==> config.mk <==
export PLATFORM = sky130hd
export DESIGN_NAME = bloco_datapath
export DESIGN_NICKNAME = d
export VERILOG_FILES = /design/src/rtl/bloco_datapath_pkg.sv /design/src/rtl/bloco_datapath_banco_registros.sv /design/src/rtl/bloco_datapath.sv
export SDC_FILE = /design/constraint.sdc
export NUM_CORES = 1
export LEC_CHECK = 0
export ABC_AREA = 0
export CORE_MARGIN = 2
export CORE_UTILIZATION = 50
export CTS_CLUSTER_SIZE = 20
export DETAILED_ROUTE_END_ITERATION = 12
export HOLD_SLACK_MARGIN = 0.1
export PLACE_DENSITY = 0.79
export SYNTH_ARGS = -nofsm -noshare
export SYNTH_HDL_FRONTEND = slang
export SYNTH_HIERARCHICAL = 1
export SYNTH_SLANG_ARGS = --single-unit
==> constraint.sdc <==
create_clock -name clk -period 9.34 [get_ports clk]
set_input_delay 2.335 -clock clk [delete_from_list [all_inputs] [get_ports clk]]
set_output_delay 2.335 -clock clk [all_outputs]
set_load 0.02 [all_outputs]
==> src/rtl/bloco_datapath_pkg.sv <==
// bloco_datapath_pkg: shared opcode enum, flag bit positions and default widths for the datapath
package bloco_datapath_pkg;
  localparam int BITS_PALAVRA_PADRAO = 16;
  localparam int END_REGISTROS_PADRAO = 2;
  localparam int FLAG_Z = 3;
  localparam int FLAG_N = 2;
  localparam int FLAG_C = 1;
  localparam int FLAG_V = 0;
  typedef enum logic [4:0] {
    OP_ADD  = 5'b00000,
    OP_SUB  = 5'b00001,
    OP_INC  = 5'b00010,
    OP_DEC  = 5'b00011,
    OP_AND  = 5'b00100,
    OP_OR   = 5'b00101,
    OP_XOR  = 5'b00110,
    OP_NOT  = 5'b00111,
    OP_PASA = 5'b01000,
    OP_PASB = 5'b01001,
    OP_SHL  = 5'b01010,
    OP_SHR  = 5'b01011,
    OP_SAR  = 5'b01100,
    OP_NEG  = 5'b01101,
    OP_ZERO = 5'b01110,
    OP_ONES = 5'b01111
  } opcode_t;
endpackage

==> src/rtl/bloco_datapath_banco_registros.sv <==
// banco_registros: 2**end_registros x bits_palavra bank; ports clk, rst_n (async low clear), hab_escrita/sel_c/dado (sync write), sel_a/sel_b -> op_a/op_b (comb reads, old value on same-cycle write)
module banco_registros #(
  parameter int bits_palavra = 16,
  parameter int end_registros = 2
) (
  input  logic                     clk,
  input  logic                     rst_n,
  input  logic                     hab_escrita,
  input  logic [end_registros-1:0] sel_a,
  input  logic [end_registros-1:0] sel_b,
  input  logic [end_registros-1:0] sel_c,
  input  logic [bits_palavra-1:0]  dado,
  output logic [bits_palavra-1:0]  op_a,
  output logic [bits_palavra-1:0]  op_b
);
  logic [bits_palavra-1:0] regs [2**end_registros];
  always_ff @(posedge clk or negedge rst_n)
    if (!rst_n)
      for (int i = 0; i < 2**end_registros; i++) regs[i] <= '0;
    else if (hab_escrita)
      regs[sel_c] <= dado;
  assign op_a = regs[sel_a];
  assign op_b = regs[sel_b];
endmodule

==> src/rtl/bloco_datapath.sv <==
// bloco_datapath: register bank + ALU + flag register; ports clk, reset_Ban_Registros/reset_Flags (async low), Hab_Escrita, Sel_SA/SB/SC, controleOperacao -> saida_ULA (comb), flags {Z,N,C,V} (registered)
module bloco_datapath
  import bloco_datapath_pkg::*;
#(
  parameter int bits_palavra = BITS_PALAVRA_PADRAO,
  parameter int end_registros = END_REGISTROS_PADRAO
) (
  input  logic                     clk,
  input  logic                     reset_Ban_Registros,
  input  logic                     reset_Flags,
  input  logic                     Hab_Escrita,
  input  logic [end_registros-1:0] Sel_SA,
  input  logic [end_registros-1:0] Sel_SB,
  input  logic [end_registros-1:0] Sel_SC,
  input  logic [4:0]               controleOperacao,
  output logic [bits_palavra-1:0]  saida_ULA,
  output logic [3:0]               flags
);
  localparam int M = bits_palavra - 1;
  localparam logic [bits_palavra:0] UM = 1;
  logic [M:0] a, b, res;
  logic c, v, valido;
  logic [3:0] prox_flags;
  banco_registros #(.bits_palavra(bits_palavra), .end_registros(end_registros)) u_banco (
    .clk(clk),
    .rst_n(reset_Ban_Registros),
    .hab_escrita(Hab_Escrita),
    .sel_a(Sel_SA),
    .sel_b(Sel_SB),
    .sel_c(Sel_SC),
    .dado(res),
    .op_a(a),
    .op_b(b)
  );
  always_comb begin
    res = '0;
    c = 1'b0;
    v = 1'b0;
    valido = ~controleOperacao[4];
    case (controleOperacao)
      OP_ADD: begin
        {c, res} = {1'b0, a} + {1'b0, b};
        v = (a[M] == b[M]) && (res[M] != a[M]);
      end
      OP_SUB: begin
        {c, res} = {1'b0, a} - {1'b0, b};
        v = (a[M] != b[M]) && (res[M] != a[M]);
      end
      OP_INC: begin
        {c, res} = {1'b0, a} + UM;
        v = ~a[M] & res[M];
      end
      OP_DEC: begin
        {c, res} = {1'b0, a} - UM;
        v = a[M] & ~res[M];
      end
      OP_AND: res = a & b;
      OP_OR: res = a | b;
      OP_XOR: res = a ^ b;
      OP_NOT: res = ~a;
      OP_PASA: res = a;
      OP_PASB: res = b;
      OP_SHL: {c, res} = {a, 1'b0};
      OP_SHR: {res, c} = {1'b0, a};
      OP_SAR: {res, c} = {a[M], a};
      OP_NEG: begin
        {c, res} = {(bits_palavra+1){1'b0}} - {1'b0, a};
        v = a[M] & res[M];
      end
      OP_ZERO: res = '0;
      OP_ONES: res = '1;
      default: ;
    endcase
  end
  always_comb begin
    prox_flags = '0;
    prox_flags[FLAG_Z] = res == '0;
    prox_flags[FLAG_N] = res[M];
    prox_flags[FLAG_C] = c;
    prox_flags[FLAG_V] = v;
  end
  assign saida_ULA = res;
  always_ff @(posedge clk or negedge reset_Flags)
    if (!reset_Flags) flags <= '0;
    else if (Hab_Escrita && valido) flags <= prox_flags;
endmodule

Word-level counts from Yosys, hierarchy flattened
Index checks and enable logic that the tools add are counted.
{ "classes": {"n_addsub": 5, "n_lt_le_gt_ge": 4, "eq_ne": 18, "mux": 12, "n_bitwise": 13, "reduce_logical": 7} }
{ "ops": {"columns": ["operator", "count"], "rows": [
  ["$pmux W16 S15", 1],
  ["$mux W16", 5],
  ["$bmux W16 S2", 2],
  ["$bwmux W64", 1],
  ["$eq A5 B4 Y1 const B", 7],
  ["$demux W16 S2", 1],
  ["$eq A5 B3 Y1 const B", 4],
  ["$add A16 B1 Y17 const B", 1],
  ["$add A16 B16 Y17", 1],
  ["$sub A1 B16 Y17 const A", 1],
  ["$sub A16 B1 Y17 const B", 1],
  ["$sub A16 B16 Y17", 1],
  ["$and A16 B16 Y16", 1],
  ["$logic_not A16 Y1", 1],
  ["$not A16 Y16", 1],
  ["$or A16 B16 Y16", 1],
  ["$xor A16 B16 Y16", 1],
  ["$eq A5 B2 Y1 const B", 2],
  ["$ge A3 B3 Y1 const B", 3],
  ["$not A2 Y3", 3],
  ["$pmux W1 S7", 1],
  ["$eq A5 B1 Y1 const B", 1],
  ["$logic_not A5 Y1", 1],
  ["$pmux W1 S5", 1],
  ["other kinds (7)", 16]
]} }
{ "word_totals": {"reg_bits": 68, "in_bits": 15} }

Logic depth before layout (Yosys ltp)
Gate-level depths: netlist (run 1).
{ "logic_depth": {"depth_word": 8, "mapped_depth": 16, "ltp_nobuf": 14} }

Hierarchy
The synthesis (run 1) kept the hierarchy.
{ "by_module_without_submodules": {"columns": ["mod", "instances", "cells_per_inst", "area_each_um2"], "rows": [
  ["bloco_datapath", 1, 670, 4523.1],
  ["banco_registros", 1, 176, 3174.3]
]} }

Worst setup path after synthesis (run 1)
Ideal clock, no wire load.
{ "synth_path": {"path_kind": "input -> output", "start": "in Sel_SA[0]", "end": "out saida_ULA[14]", "arrival_time_ps": 6122, "path_slack_ps": 883, "cell_stages": 15, "n_path_buf": 2, "path_cell_list": "buf_2 mux4_2 clkbuf_1 inv_1 ha_1 inv_1 fa_1 and2b_1 o211ai_1 a21oi_1 o41a_1 a221o_1 inv_1 a221oi_1 o21ai_0"} }
{ "synth_between": {"elab_chain_len": 6, "elab_cells_between_ends": 14, "classes_between": "add/sub: 5; mux: 4; bitwise: 5"} }
{ "synth_lines": {"columns": ["item", "line_no", "rtl"], "rows": [
  ["start: declaration", "bloco_datapath.sv:12", "input logic [end_registros-1:0] Sel_SA,"],
  ["$not A2 Y3 (not written as such) (*)", "bloco_datapath_banco_registros.sv:22", "assign op_a = regs[sel_a];"],
  ["$bmux W16 S2 (*)", "bloco_datapath_banco_registros.sv:22", null],
  ["$mux W16 (not written as such) (*) (2 in a row)", "bloco_datapath_banco_registros.sv:22", null],
  ["net a[0]", "bloco_datapath.sv:21", "logic [M:0] a, b, res;"],
  ["$sub A1 B16 Y17, or another cell as far along", "bloco_datapath.sv:67", "{c, res} = {(bits_palavra+1){1'b0}} - {1'b0, a};"],
  ["$pmux W16 S15 (*)", "bloco_datapath.sv:40", "case (controleOperacao)"],
  ["end: declaration", "bloco_datapath.sv:16", "output logic [bits_palavra-1:0] saida_ULA,"]
]} }
The timed path passes the listed nets; every way through them passes the cells marked *. The select of a mux whose other input is x is not followed.

Worst setup path in the final report (run 1)
Same ends and word-level chain as after synthesis.

==> results of run 1 <==
==> cell usage after synthesis, drive strengths merged (10+ instances only) <==
| master | n |
|---|---|
| clkbuf | 33 |
| a221oi | 19 |
| nor3b | 13 |
| a211oi | 14 |
| inv | 50 |
| nand4 | 11 |
| nand2b | 10 |
| o21ai | 32 |
| mux2i | 10 |
| xnor2 | 17 |
| a21oi | 43 |
| and2 | 10 |
| a22oi | 10 |
| nor3 | 30 |
| mux4 | 32 |
| buf | 30 |
| nor4 | 14 |
| dfrtp | 68 |
| mux2 | 65 |
| nor2 | 57 |
| ha | 54 |
| nand2 | 45 |
| nand3 | 27 |
==> metal layers <==
layer	GRT usage (%)	vias to the layer above	wire [microns]
li1	-	3301	-
met1	43.7	3491	10400
met2	47.8	428	11100
met3	4.55	81	2390
met4	13.3	0	1030
met5	0	-	0
==> path summary, 6_finish.rpt <==
path,startpoint,end,slack (ns)
setup / recovery,Sel_SA[0],saida_ULA[14],0.25
hold / removal,flags[3],flags[3],0.50
setup reg to reg,u_banco/regs[16],flags[3],4.46
hold reg to reg,flags[3],flags[3],0.50
max in group asynchronous,reset_Ban_Registros,u_banco/regs[6],6.64
min in group asynchronous,reset_Ban_Registros,u_banco/regs[61],2.17
==> state kept, by name, indices dropped and copies added, names as in the netlist <==
name,cells
flags,4
u_banco/regs,64
==> per-stage QoR <==
stage / worst slack (ns) / std cells
6_report: 0.251 / 1068
5_1_grt: 0.0210 / 1068
4_1_cts: 0.211 / 1068
3_5_place_dp: 0.224 / 1052
3_3_place_gp: 0.284 / 1052
2_1_floorplan: 0.883 / 846
==> tightest hold or removal path, stage by stage, from the launching register on <==
cell and delay, ns:
dfrtp_1 0.35, nand2_1 0.06, o41ai_2 0.05
==> power breakdown <==
group	internal [mW]	switching, mW
Clock	0.201	0.116
Combinational	0.902	1.30
Sequential	0.423	0.0944
==> cell type report <==
type / count / area, sq um / area share (%)
multi-input cells: 664 / 5500 / 63.8
flip-flops and latches: 68 / 1700 / 19.7
repair buffers: 81 / 713 / 8.27
clock buffers: 15 / 278 / 3.22
well taps: 188 / 235 / 2.73
inverters: 51 / 191 / 2.22
clock inverters: 1 / 5.00 / 0.0581
==> what timing repair did <==
item	4_1_cts	5_1_grt
hold buffers	0	0
setup endpoints to repair	0	2
resized for setup	0	3
==> logic make-up after synthesis <==
logic type,share of synthesized area [%]
simple gates,18.9
compound gates,20.8
mux,20.2
fa+ha+maj,9.30
buf+inv,6.66
xor+xnor,2.05
flops,22.1
==> summary.md, run 1 <==
| Metric | Value |
|---|---|
| Outcome | `finished, final reports clean` |
| Commonest non-fill, non-tap cell in the layout | `dfrtp_1` |
| Die Span Y | `128 microns` |
| Finish-stage setup viols | `0` |
| Setup Fix Bufs, Post-CTS | `0` |
| Synth Register Bits | `68` |
| Syn Nets | `917` |
| Share of cells above drive strength 1 | `20.9%` |
| Std-Cell Rows | `45` |
| IO buf count | `34` |
| Share of async-settable or async-resettable flops after synthesis | `100%` |
| Total Nets Final | `946` |
| Max_cap viols | `0` |
| Ys Warns | `6` |
| Synth Area per Inst | `9.10 sq um` |
| CP max-delay cell | `clkdlybuf4s50_1` |
| Worst r2r path cells | `14` |
| Crit path kind | `in -> out` |
| Post-layout util | `56.9%` |
| Placer's final routability congestion estimate | `1.06` |
| Fillcell total | `1293` |
| Slowest stage delay, CP | `0.66 ns` |
| Sequential share of the synthesized area | `22.1%` |
| Most area-consuming cells after synthesis | `dfrtp_1, mux2_2, mux4_2` |
| Number of diodes | `0` |
| Total Power | `3.03 mW` |
| Maximum vdd drop | `0.294 mV` |
| Startpoint types | `input pin` |
| RSZ-0062 raised after global routing | `no` |
| Post-Syn Area | `7700 sq um` |
| GR Overflow Total | `0` |
| TritonCTS clock tree | `built` |
| Root Driver | `clkbuf_16` |
| Min Tclk post-route | `9.09 ns` |
| EDFF count, synth | `0` |
| Leading area contributor after synthesis | `dfrtp_1` |
| Post-Synthesis Cells | `846` |
| Final HPWL from detailed placement | `18400 microns` |
| Yosys top cell area share | `22.1%` |
| Pin count of the biggest net entering global routing | `65` |
| # IOs | `35` |
| Drt pass-1 iters | `5` |
| Area growth syn-to-layout | `12.0%` |
| Initial antenna violation count | `0` |
| HP Class | `reg -> reg` |
| Most frequent cells in the layout | `dfrtp_1, mux2_2, nor2_1` |
| Die area | `16400 sq um` |
| Crit-path leading delay family | `compound AO/OA/AOI/OAI gates` |
| Inserted Clock Buffers | `9` |
| Slew HR | `35.5%` |
| Routed wire per std cell | `23.3 microns` |
| Worst-path fanout max | `3` |
| CTS Buffer Depth | `2` |
| Static Leak | `3.50 nW` |
| CTS sink count | `68` |
| Most used DFF post-synth | `dfrtp_1` |
| Total GRT Usage | `31.0%` |
| Crit path top cell by count | `inv_1` |
| Period utilization | `97.3%` |
| Dpl cell area | `8330 sq um` |
| Fin Setup TNS | `0 ns` |
| Vias in the first global route | `6972` |
| First-pass GRT wire length | `39400 microns` |
| PwrDens | `352 nW/um^2` |
| Initial core utilization | `50.8%` |
| Drt drc | `0` |
| Critical Path RT | `7.01 ns` |
| Crit. path cell count | `15` |
| Fin. max-slew vios | `0` |
| Critical path buffers and inverters | `5` |
| Worst Tran Pin Value | `0.966 ns` |
| Crit end category | `output pin` |
| WL final | `24900 microns` |
| Worst hold slack | `0.499 ns` |
| Clock skew | `0.00663 ns` |
| Worst EP arrival | `6.75 ns` |
| Final Cell Area | `8620 sq um` |
| Vias per cell | `6.84` |
| Post-synth cell types | `94` |
| Routed Antenna Nets | `0` |
| Worst skew pair latency | `0.33 ns` |
| Die width | `128 microns` |
| Final hold vios | `0` |
| Hold depth | `2` |
| Core area | `15100 sq um` |
| Fmax | `110 MHz` |
| Depth of the CTS H-tree | `3` |
| Worst-path clk slew | `0.05 ns` |
| Critical path cell sequence | `clkdlybuf4s50_1, mux4_2, inv_1, ha_1, inv_1, fa_1, and2b_1, o211ai_1, a21oi_1, o41a_1, a221o_1, inv_1, a221oi_1, o21ai_0, clkdlybuf4s50_1` |
| 1st-iter DRT viols | `1039` |
| Vias | `7301` |
Power figures use the tool's default switching activity.
==> run 2, diff against run 1 <==
CAP_MARGIN = 25   (was default)
TNS_END_PERCENT = 30   (was default)
==> results of run 2 <==
Same layout as run 1: the final DEF is identical, and so are final timing and power.
==> RTL edit 1, RTL diff (config.mk and constraints of run 1) <==
Set the package constant `BITS_PALAVRA_PADRAO` to 12 (it was 16).
--- a/src/rtl/bloco_datapath_pkg.sv
+++ b/src/rtl/bloco_datapath_pkg.sv
@@ -1,6 +1,6 @@
 // bloco_datapath_pkg: shared opcode enum, flag bit positions and default widths for the datapath
 package bloco_datapath_pkg;
-  localparam int BITS_PALAVRA_PADRAO = 16;
+  localparam int BITS_PALAVRA_PADRAO = 12;
   localparam int END_REGISTROS_PADRAO = 2;
   localparam int FLAG_Z = 3;
   localparam int FLAG_N = 2;
Interface: changed (resized saida_ULA); port bits go from 35 to 31. No check against the original RTL was run, so the function may have changed too.
==> RTL edit 1 against run 1 <==
Power down 29%; sequential power down 23%; largest power group unchanged; cell area down 26%; utilization down 0.96 points; synthesized area down 24%; wire length down 22%; sequential cell count down 16; worst setup slack better by 0.029 ns.
==> RTL edit 1: results (changes against run 1) <==
{
  "status": {
    "status": "finished, final reports clean"
  },
  "power": {
    "powerClk": {"value": 0.182, "unit": "mW", "change": "-43%"},
    "total_power": {"value": 2.17, "unit": "mW", "change": "-29%"}
  },
  "clocking": {
    "clkTransAtPathRegs": {"value": 0.07, "unit": "ns", "change": "+0.02 ns"},
    "clock_h_tree_levels": {"value": 2, "change": "-1"},
    "cts-buffers-inserted": {"value": 5, "change": "-4"}
  },
  "global_route": {
    "via_count_of_the_first_global_routing_pass": {"value": 5488, "change": "-21%"},
    "pin_count_of_the_biggest_net_entering_global_routing": {"value": 49, "change": "-25%"},
    "grt_pass1_wl": {"value": 30.8, "unit": "mm", "change": "-22%"},
    "met2_usage": {"value": 47.7, "unit": "%", "change": "-0.074 points"}
  },
  "synthesis": {
    "yosys-top-cells-area": "dfrtp_1 (22%), mux2_2 (9.5%), mux4_2 (9.3%), ha_1 (9.0%), nor2_1 (2.8%)",
    "synthXorXnorAreaFrac": {"value": 1.95, "unit": "%", "change": "-0.094 points"},
    "synth_commonest_cells": "dfrtp_1 (52), mux2_2 (49), nor2_1 (44)",
    "yosys.area_share.adder": {"value": 9.70, "unit": "%", "change": "+0.41 points"},
    "syn-mean-instance-area": {"value": 9.09, "unit": "µm²", "change": "about the same"},
    "synthDistinctLibCells": {"value": 82, "change": "-13%"},
    "muxShareOfSynthArea": {"value": 19.6, "unit": "%", "change": "-0.57 points"}
  },
  "placed_design": {
    "place_worst_setup_slack": {"value": 0.400, "unit": "ns", "change": "+0.176 ns"},
    "dpl-instance-area": {"value": 6250, "unit": "µm²", "change": "-25%"},
    "portBuffers": {"value": 30, "change": "-12%"}
  },
  "timing": {
    "fin_hold_ws": {"value": 0.530, "unit": "ns", "change": "+0.0309 ns"}
  },
  "hold_path": {
    "hold_wc_startpoint": "u_banco/regs[35]"
  },
  "detailed_routing": {
    "first_pass_iters": {"value": 6, "change": "+1"},
    "via_count": {"value": 5630, "change": "-23%"},
    "detail_route_met3_wl": {"value": 2.06, "unit": "mm", "change": "-14%"},
    "first_iter_violations": {"value": 784, "change": "-25%"},
    "post_drt_wl_per_cell": {"value": 24.1, "unit": "µm", "change": "+3.2%"}
  },
  "finish": {
    "biggestRegsByFlops": "u_banco/regs: 48 flops, flags: 4 flops",
    "drive_above_1_share": {"value": 19.4, "unit": "%", "change": "-1.5 points"}
  },
  "worst_setup_path": {
    "regToRegStartpoint": "u_banco/regs[0]",
    "crit_fanout": {"value": 14, "change": "+11"},
    "regToRegSetupSlack": {"value": 4.58, "unit": "ns", "change": "+0.12 ns"}
  }
}
-- RTL edit 1: cell types whose count changed in the layout (fill, tap and decap cells not counted), moves of 9 or more --
| cell | delta |
|---|---|
| a21oi_1 | -10 |
| nor2_1 | -12 |
| o21ai_0 | -9 |
| dfrtp_1 | -16 |
| buf_4 | -14 |
| a221oi_1 | -10 |
| nand3_1 | -12 |
| inv_1 | -9 |
| ha_1 | -12 |
| mux2_2 | -16 |
-- RTL edit 1: how the worst max path moves through the flow --
stage	endpoint	cells past startpoint	slack, ns
after floorplan	saida_ULA[11]	14	1.50
after global placement	saida_ULA[11]	14	0.47
after detailed placement	saida_ULA[10]	16	0.40
after CTS	saida_ULA[10]	16	0.38
after global routing	saida_ULA[11]	14	0.1
final	saida_ULA[11]	14	0.28
-- RTL edit 1: logic make-up after synthesis --
logic type | after synthesis
AOI/OAI and AO/OA | 165
buffers and inverters | 89
adders and majority gates | 44
and+or+nand+nor | 200
xor gates and xnor gates | 13
muxes | 78
DFF | 52
-- RTL edit 1: area by class of cell --
class                      count  area (µm²)  share of cell area (%)
inverter                      40         150                    2.35
multi-input combinational    500        4090                    64.0
tap                          143         179                    2.80
clock inverter                 2        16.3                   0.255
timing repair buffer          61         528                    8.26
clock buffer                   5         125                    1.96
sequential                    52        1300                    20.4
-- RTL edit 1: worst max-delay path, cell delays in order --
cell and delay (ns):
clkdlybuf4s50_1 0.45, buf_4 0.25, mux4_2 0.73, inv_1 0.15
ha_1 0.26, a21o_1 0.21, a41oi_1 0.39, a31oi_1 0.25
a31oi_1 0.28, o41ai_1 0.12, o32a_1 0.35, nor3_1 0.21
inv_1 0.15, clkdlybuf4s50_1 0.56
==> RTL edit 2, RTL diff (settings of run 1) <==
Without the edit above. Remove the case item `OP_ADD` of the case on `controleOperacao`.
--- a/src/rtl/bloco_datapath.sv
+++ b/src/rtl/bloco_datapath.sv
@@ -38,10 +38,6 @@
     v = 1'b0;
     valido = ~controleOperacao[4];
     case (controleOperacao)
-      OP_ADD: begin
-        {c, res} = {1'b0, a} + {1'b0, b};
-        v = (a[M] == b[M]) && (res[M] != a[M]);
-      end
       OP_SUB: begin
         {c, res} = {1'b0, a} - {1'b0, b};
         v = (a[M] != b[M]) && (res[M] != a[M]);
Behaviour: not the same (a bounded check fails within 4 cycles, from zero or initial values and one cycle with reset_Ban_Registros low).
==> RTL edit 2 against run 1 <==
Worst setup slack improved by 0.083 ns; sequential power fell by 8.1%; highest routed layer unchanged; cell area fell by 9.1%; wire length fell by 18%; synthesized area fell by 9.5%; critical endpoint is now saida_ULA[13]; sequential cell count did not move; cell count fell by 12%; power fell by 27%.
==> RTL edit 2: results (changes against run 1) <==
{
  "detailed_routing": {
    "detail_route_met3_wl": {"value": 2.02, "unit": "mm", "change": "-16%"},
    "first_iter_violations": {"value": 628, "change": "-40%"},
    "first_pass_iters": {"value": 7, "change": "+2"},
    "post_drt_wl_per_cell": {"value": 21.9, "unit": "µm", "change": "-6.3%"},
    "postRouteWirelength": {"value": 20.5, "unit": "mm", "change": "-18%"}
  },
  "timing": {
    "timing.max_slew.rel_slack": {"value": 32.5, "unit": "%", "change": "-3.0 points"},
    "fin_worst_skew": {"value": 0.00690, "unit": "ns", "change": "+0.000278 ns"}
  },
  "synthesis": {
    "syn-mean-instance-area": {"value": 9.59, "unit": "µm²", "change": "+5.4%"},
    "yosys-top-cells-area": "dfrtp_1 (24%), mux2_2 (11%), mux4_2 (10%), ha_1 (9.2%), xnor2_1 (3.5%)",
    "synthDistinctLibCells": {"value": 73, "change": "-22%"},
    "proportion_of_synthesized_chip_area_in_sequential_cells": {"value": 24.4, "unit": "%", "change": "+2.3 points"},
    "syn-num-nets": {"value": 794, "change": "-13%"},
    "synth_commonest_cells": "dfrtp_1 (68), mux2_2 (65), ha_1 (51)"
  },
  "global_route": {
    "groute.layer.met1.usage": {"value": 39.9, "unit": "%", "change": "-3.8 points"},
    "met2_usage": {"value": 43.8, "unit": "%", "change": "-4.0 points"},
    "groute.layer.met3.usage": {"value": 4.87, "unit": "%", "change": "+0.32 points"}
  },
  "placed_design": {
    "dpl-instance-area": {"value": 7520, "unit": "µm²", "change": "-9.7%"},
    "detailed_place_hpwl": {"value": 15.3, "unit": "mm", "change": "-17%"},
    "place_worst_setup_slack": {"value": 0.233, "unit": "ns", "change": "+0.00910 ns"}
  },
  "worst_setup_path": {
    "crit_fanout": {"value": 11, "change": "+8"},
    "worstPathArrival": {"value": 6.67, "unit": "ns", "change": "-0.08 ns"}
  },
  "status": {
    "status": "finished, final reports clean"
  },
  "power": {
    "power.combinational.total": {"value": 1.41, "unit": "mW", "change": "-36%"},
    "netSwitchingFraction": {"value": 43.5, "unit": "%", "change": "-6.2 points"},
    "total_power": {"value": 2.22, "unit": "mW", "change": "-27%"}
  },
  "finish": {
    "nFillCells": {"value": 1203, "change": "-7.0%"}
  }
}
-- RTL edit 2: cell types whose count changed after synthesis, moves of 7 or more --
cell	delta
nor2_1	-18
nor3_1	-8
inv_1	-7
o21ai_0	-8
a31oi_1	-7
clkbuf_1	-7
xnor2_1	+11
a21oi_1	-22
a221oi_1	-7
-- RTL edit 2: final timing paths --
path                                     start                to  slack, ns
max in group asynchronous  reset_Ban_Registros  u_banco/regs[60]       6.67
hold / removal                        flags[3]          flags[3]       0.47
setup / recovery                     Sel_SA[0]     saida_ULA[13]       0.33
hold reg to reg                       flags[3]          flags[3]       0.47
min in group asynchronous  reset_Ban_Registros  u_banco/regs[18]       2.17
setup reg to reg               u_banco/regs[1]          flags[3]       4.80
-- RTL edit 2: repair_timing --
action,4_1_cts,5_1_grt
hold buffers,0,0
gates resized for setup,0,2
endpoints found under the setup margin,0,2
-- RTL edit 2: worst max-delay path, cell delays in order --
cell and delay [ns]:
clkdlybuf4s50_1 0.72, mux4_2 0.70, inv_1 0.18, ha_1 0.27
o21bai_1 0.23, a2111oi_0 0.14, buf_4 0.16, o21bai_1 0.24
a211oi_1 0.17, buf_4 0.16, nor3_1 0.36, mux2i_1 0.28
nand3_1 0.15, clkdlybuf4s50_1 0.57
-- RTL edit 2: final cells by class --
class / instances / share of cell area [%]
clock buffers: 13 / 3.58
clock inverters: 1 / 0.383
inverters: 42 / 2.01
multi-input cells: 561 / 61.3
flip-flops and latches: 68 / 21.7
well taps: 180 / 2.87
repair buffers: 74 / 8.11
-- RTL edit 2: cell families after synthesis --
group | count (synthesis) | share of synthesized area, %
and+or+nand+nor | 220 | 17.3
DFF | 68 | 24.4
xor gates and xnor gates | 29 | 3.64
AOI/OAI and AO/OA | 152 | 16.1
buffers and inverters | 98 | 6.68
muxes | 108 | 22.4
adders and majority gates | 52 | 9.44
